## src/rtl/bldc_commutator.sv

```systemverilog
// Six-step BLDC commutator: free-running 8-bit PWM, IDLE/DEAD/RUN sequencer,
// and registered gate drives with a dead-time gap at every step change.
module bldc_commutator #(
    parameter int DEAD_TIME = 16
) (
    input  logic        sys_clk,
    input  logic        sys_rst_n,
    input  logic        enable,
    input  logic        dir,
    input  logic [15:0] period,
    input  logic [7:0]  duty_cmd,
    output logic        duty,
    output logic [2:0]  rotateState,
    output logic        HIN_R,
    output logic        HIN_S,
    output logic        HIN_T,
    output logic        _LIN_R,
    output logic        _LIN_S,
    output logic        _LIN_T
);

    localparam logic [7:0] DEAD_LOAD = 8'(DEAD_TIME);

    typedef enum logic [1:0] {IDLE, DEAD, RUN} state_t;

    state_t      state, state_nx;
    logic [7:0]  dead_cnt, dead_nx;
    logic [15:0] step_cnt, step_nx;
    logic [2:0]  rot_nx;
    logic [7:0]  pwm_cnt, duty_q;
    logic        duty_nx, step_done;
    logic [2:0]  hi_on, lo_on, hin_nx;

    // Illegal steps (6, 7) land on step 0 whatever the direction.
    function automatic logic [2:0] advance(input logic [2:0] s, input logic fwd);
        if (s > 3'd5) return 3'd0;
        if (fwd) return (s == 3'd5) ? 3'd0 : s + 3'd1;
        return (s == 3'd0) ? 3'd5 : s - 3'd1;
    endfunction

    assign duty_nx = (pwm_cnt < duty_q);
    // ">=" rather than "==" so a period shortened below the running count
    // still ends the step on the next compare instead of wrapping 16 bits.
    assign step_done = (period != 16'd0) &&
                       (({1'b0, step_cnt} + 17'd1) >= {1'b0, period});

    always_comb begin
        state_nx = state;
        dead_nx  = dead_cnt;
        step_nx  = step_cnt;
        rot_nx   = rotateState;
        if (!enable) begin
            state_nx = IDLE;
            dead_nx  = 8'd0;
            step_nx  = 16'd0;
        end else begin
            case (state)
                IDLE: begin
                    state_nx = DEAD;
                    dead_nx  = DEAD_LOAD;
                    step_nx  = 16'd0;
                end
                DEAD: begin
                    dead_nx = dead_cnt - 8'd1;
                    if (dead_cnt <= 8'd1) state_nx = RUN;
                end
                RUN: begin
                    if (step_done) begin
                        step_nx  = 16'd0;
                        rot_nx   = advance(rotateState, dir);
                        state_nx = DEAD;
                        dead_nx  = DEAD_LOAD;
                    end else if (period != 16'd0) begin
                        step_nx = step_cnt + 16'd1;
                    end
                end
                default: begin
                    state_nx = IDLE;
                    dead_nx  = 8'd0;
                    step_nx  = 16'd0;
                end
            endcase
        end

        // Gates decode from the next state so they change on the same edge.
        hi_on = 3'b000;
        lo_on = 3'b000;
        if (state_nx == RUN) begin
            case (rot_nx)
                3'd0: begin hi_on = 3'b100; lo_on = 3'b010; end
                3'd1: begin hi_on = 3'b100; lo_on = 3'b001; end
                3'd2: begin hi_on = 3'b010; lo_on = 3'b001; end
                3'd3: begin hi_on = 3'b010; lo_on = 3'b100; end
                3'd4: begin hi_on = 3'b001; lo_on = 3'b100; end
                3'd5: begin hi_on = 3'b001; lo_on = 3'b010; end
                default: begin hi_on = 3'b000; lo_on = 3'b000; end
            endcase
        end
        hin_nx = hi_on & {3{duty_nx}};
    end

    always_ff @(posedge sys_clk or negedge sys_rst_n) begin
        if (!sys_rst_n) begin
            state       <= IDLE;
            dead_cnt    <= 8'd0;
            step_cnt    <= 16'd0;
            rotateState <= 3'd0;
            pwm_cnt     <= 8'd0;
            duty_q      <= 8'd0;
            duty        <= 1'b0;
            HIN_R       <= 1'b0;
            HIN_S       <= 1'b0;
            HIN_T       <= 1'b0;
            _LIN_R      <= 1'b1;
            _LIN_S      <= 1'b1;
            _LIN_T      <= 1'b1;
        end else begin
            state       <= state_nx;
            dead_cnt    <= dead_nx;
            step_cnt    <= step_nx;
            rotateState <= rot_nx;
            pwm_cnt     <= pwm_cnt + 8'd1;
            if (pwm_cnt == 8'hFF) duty_q <= duty_cmd;
            duty        <= duty_nx;
            HIN_R       <= hin_nx[2];
            HIN_S       <= hin_nx[1];
            HIN_T       <= hin_nx[0];
            _LIN_R      <= ~lo_on[2];
            _LIN_S      <= ~lo_on[1];
            _LIN_T      <= ~lo_on[0];
        end
    end

endmodule

```

## config.mk

```make
export PLATFORM = sky130hd
export DESIGN_NAME = bldc_commutator
export DESIGN_NICKNAME = d
export VERILOG_FILES = /design/src/rtl/bldc_commutator.sv
export SDC_FILE = /design/constraint.sdc
export NUM_CORES = 1
export LEC_CHECK = 0
export ABC_CLOCK_PERIOD_IN_PS = 4000
export CAP_MARGIN = 20
export CORE_ASPECT_RATIO = 0.75
export CORE_MARGIN = 10
export CORE_UTILIZATION = 57
export DETAILED_ROUTE_END_ITERATION = 16
export PLACE_DENSITY = 0.81
export SYNTH_ARGS = -nofsm -noshare
export SYNTH_HDL_FRONTEND = slang
export SYNTH_SLANG_ARGS = --single-unit
```

## constraint.sdc

```tcl
create_clock -name sys_clk -period 4 [get_ports sys_clk]
set_input_delay 0.4 -clock sys_clk [delete_from_list [all_inputs] [get_ports sys_clk]]
set_output_delay 0.4 -clock sys_clk [all_outputs]
set_load 0.05 [all_outputs]
```

==> results.md <==
* CP bufs+invs at 0
* Outcome: complete, no violations
* # Max-Cap Violations at 0
* Rows at 23
* R2R Path Start: step_cnt[0]
* Sequential share of power at 48.4%
* FF-to-FF End: step_cnt[7]
* Ys Warns at 0
* DR vias/cell at between 5 and 6
* Max_slew headroom at between 40 and 50%
* Die area at about 9300 um2
* Post-route minimum period at 3.71 ns
* Synthesis-to-finish area growth at 15.9%
* Crit Path Class: reg -> reg
* #FFs+latches synth at 52
* Clock power share at between 20% and 30%
* Net Count, Synth at 400
* Clock Root Buffer: clkbuf_8
* Pre-CTS setup slack at ~0.29 ns
* WL final at 7.01 mm
* Gate Count Post-Synth at ~340
* WP depth at 14
* Max Clock Skew at about 0.011 ns
* Power Internal at 845 uW
* Number of distinct library cells after synthesis at 56
* Post_cts resized at 0
* Largest net degree at the start of global routing at 53
* H-tree depth at 2
* # Post-CTS Setup Buffers at 0
* CP Cell Sequence: ha_1, nand3_2, nor3_4, nand3_1, xnor2_1, ha_1, a21o_1, a21oi_1, o21ai_0, a211o_2, and2_4, nor2_4, nand2_2, o41ai_1
* Initial drt markers at 113
* Gr usage total at 16.0%
* Setup violations, final at 0
* Crit path capture: step_cnt[7]
* Post-synth top area share at 37.1%
* Fin cells at 460
* Worst path top cell family by delay: simple AND/OR/NAND/NOR gates
* LEAKAGE at 1.81 nW
* Drt pass-1 iters at 4
* Nets@finish at 440
* Critical path fanouts, max at 12
* Final WS setup at 0.290 ns
* Critical Path Start: step_cnt[0]
* Tcrit/Tclk final at 92.7%
* Clk Latency, worst-skew pair at 0.30 ns
* GP Congestion at between 0.8 and 0.9
* CP startpoint kind: register
* Most common cell in the netlist: dfrtp_1
* Slowest stage delay, CP at 0.44 ns
* Initial antenna violation count at 0
* Final TNS setup at 0 ns
* Die width at between 100 and 150 um
* Seq/Total Area, Yosys at 39.5%
* Cts bufs inserted at 5
* Core Footprint at 5470 um2
* Fin. Hold Viols at 0
* # fillers at 426
* Psw at 456 uW
* Clock buffer depth at 2
* Post-synthesis cell area at 3310 um2
* Yosys top cell by area: dfrtp_1
* Worst R2R Path Depth at 14
* Main synth FF type: dfrtp_1
* Placed insts at 452
* Worst Path Required at 4.20 ns
* CP max stage cell: dfrtp_1
* Post-DP HPWL at approximately 5.5 mm
* Total area of sequential cells at 1310 um2
* Top cells by area, synth: dfrtp_1 37%, ha_1 11%, nand2_1 4.2%
* Power Density at 339 nW/um2
* Min-delay worst type: in -> async
* DRC Markers at 0
* CP most frequent cell: ha_1
* Final Max Tran Viols at 0
* Area occupied by multi-input gates at 1850 um2
* Via count at 2,587
* # clock sinks at 52
* N_diodes at 0
* Fmax at 270 MHz
* Logic pwr share at between 20% and 30%
* Antenna-violating nets left at 0
* Synth top cells by count: 49 x dfrtp_1, 37 x nand2_1, 32 x inv_1, 28 x ha_1, 22 x o21ai_0
* First-pass GRT wire length at approximately 12 mm
* R2R Setup Slk at approximately 0.29 ns
* Overflow after GRT at 0
* Ys async rst share at 100%
* Vias in the first global route at about 2.5k
* Worst Max-Slew Pin Slew at roughly 0.87 ns
* CTS Hold Bufs at 0
* I/O pin total at 38
* Worst setup EP type: register
* Clock-pin slew on the worst setup and hold paths at 0.10 ns
* Worst vdd ir at 333 uV
* Port-buffer cells at 37
* Sw frac at 35.0%
* Post-synth EDFFs at 0
* Die H at between 80 and 90 um
* Critical Path AT at 3.91 ns
* CTS tree: yes
* Average wire per standard cell at 15.2 um
* Fraction of layout cells with a size suffix above 1 at 11.4%
* Starting Density at between 60 and 70%
* Syn Area/Cell at 9.61 um2
* RSZ-0062 raised after global routing: no
==> power by group through the flow <==
stage          registers [mW]  logic [mW]  clock network [mW]
3_3_place_gp            0.637       0.356                   0
6_report                0.629       0.374               0.298
5_1_grt                 0.641       0.429               0.337
2_1_floorplan           0.626       0.264                   0
4_1_cts                 0.629       0.371               0.306
3_5_place_dp            0.638       0.369                   0
==> logic make-up after synthesis <==
| group | after synthesis | share of synthesized area [%] |
|---|---|---|
| multiplexers | 9 | 3.06 |
| XOR/XNOR | 22 | 5.83 |
| AND/OR/NAND/NOR | 122 | 20.2 |
| adder cells (fa/ha/maj) | 28 | 10.6 |
| AO/OA/AOI/OAI | 73 | 16.1 |
| flip-flops | 52 | 39.5 |
| buffers and inverters | 38 | 4.77 |
==> worst min path at each step <==
| stage | from | to | slack [ns] | depth (start not counted) |
|---|---|---|---|---|
| finish | sys_rst_n | step_cnt[15] | 0.19 | 2 |
| global route | sys_rst_n | step_cnt[15] | 0.23 | 2 |
| CTS | sys_rst_n | step_cnt[14] | 0.21 | 2 |
| detailed placement | dead_cnt[7] | dead_cnt[7] | 0.48 | 1 |
| global placement | dead_cnt[7] | dead_cnt[7] | 0.47 | 1 |
| floorplan | sys_rst_n | HIN_R | 0.10 | 0 |
==> metal layers <==
layer | vias to the layer above | track usage, % | wire length (um)
met5 | - | 0 | 0
met1 | 1223 | 23.1 | 3440
met4 | 0 | 4.36 | 52
met3 | 6 | 3.36 | 458
met2 | 65 | 23.2 | 3060
li1 | 1293 | - | -
==> stage by stage <==
stage,hold WS [ns],power (mW),cell area [um2],util [%]
after floorplan,0.104,0.890,3310,-
after global placement,0.467,0.993,3740,68.5
after detailed placement,0.477,1.01,3740,68.5
after CTS,0.210,1.31,3830,70.1
after global routing,0.232,1.41,3830,70.1
final,0.185,1.30,3830,70.1
==> flip-flops by register name (all words and copies together) (netlist names) <==
name and cells:
duty 1, dead_cnt 8, pwm_cnt 8, _LIN_S 1, rotateState 3, step_cnt 16
HIN_T 1, HIN_S 1, state 2, duty_q 8, HIN_R 1, _LIN_R 1
_LIN_T 1
==> cells in the final DEF, fill, tap and decap left out, types with 4 or more instances in the layout <==
| master | synthesis | layout |
|---|---|---|
| clkbuf_8 | 0 | 5 |
| xnor2_1 | 12 | 12 |
| nor2_1 | 18 | 18 |
| inv_1 | 32 | 32 |
| nand3b_1 | 4 | 4 |
| mux2_2 | 9 | 9 |
| a21o_1 | 5 | 5 |
| nand4_1 | 7 | 7 |
| a21oi_1 | 12 | 12 |
| nand3_1 | 11 | 11 |
| nand2_1 | 37 | 37 |
| clkdlybuf4s50_1 | 0 | 36 |
| nand2b_1 | 5 | 5 |
| o21ai_1 | 12 | 12 |
| and3_1 | 4 | 4 |
| xor2_1 | 10 | 10 |
| ha_1 | 28 | 28 |
| nor4_1 | 6 | 6 |
| dfrtp_1 | 49 | 49 |
| nor3_1 | 6 | 6 |
| and2_1 | 4 | 4 |
| o21ai_0 | 22 | 22 |
==> area by class of cell <==
type / count / area share (%)
sequential: 52 / 34.0
clock inverter: 2 / 0.424
timing repair buffer: 39 / 9.92
tap: 75 / 2.45
clock buffer: 6 / 1.89
inverter: 32 / 3.13
multi-input combinational: 254 / 48.1
Power figures use the tool's default switching activity.
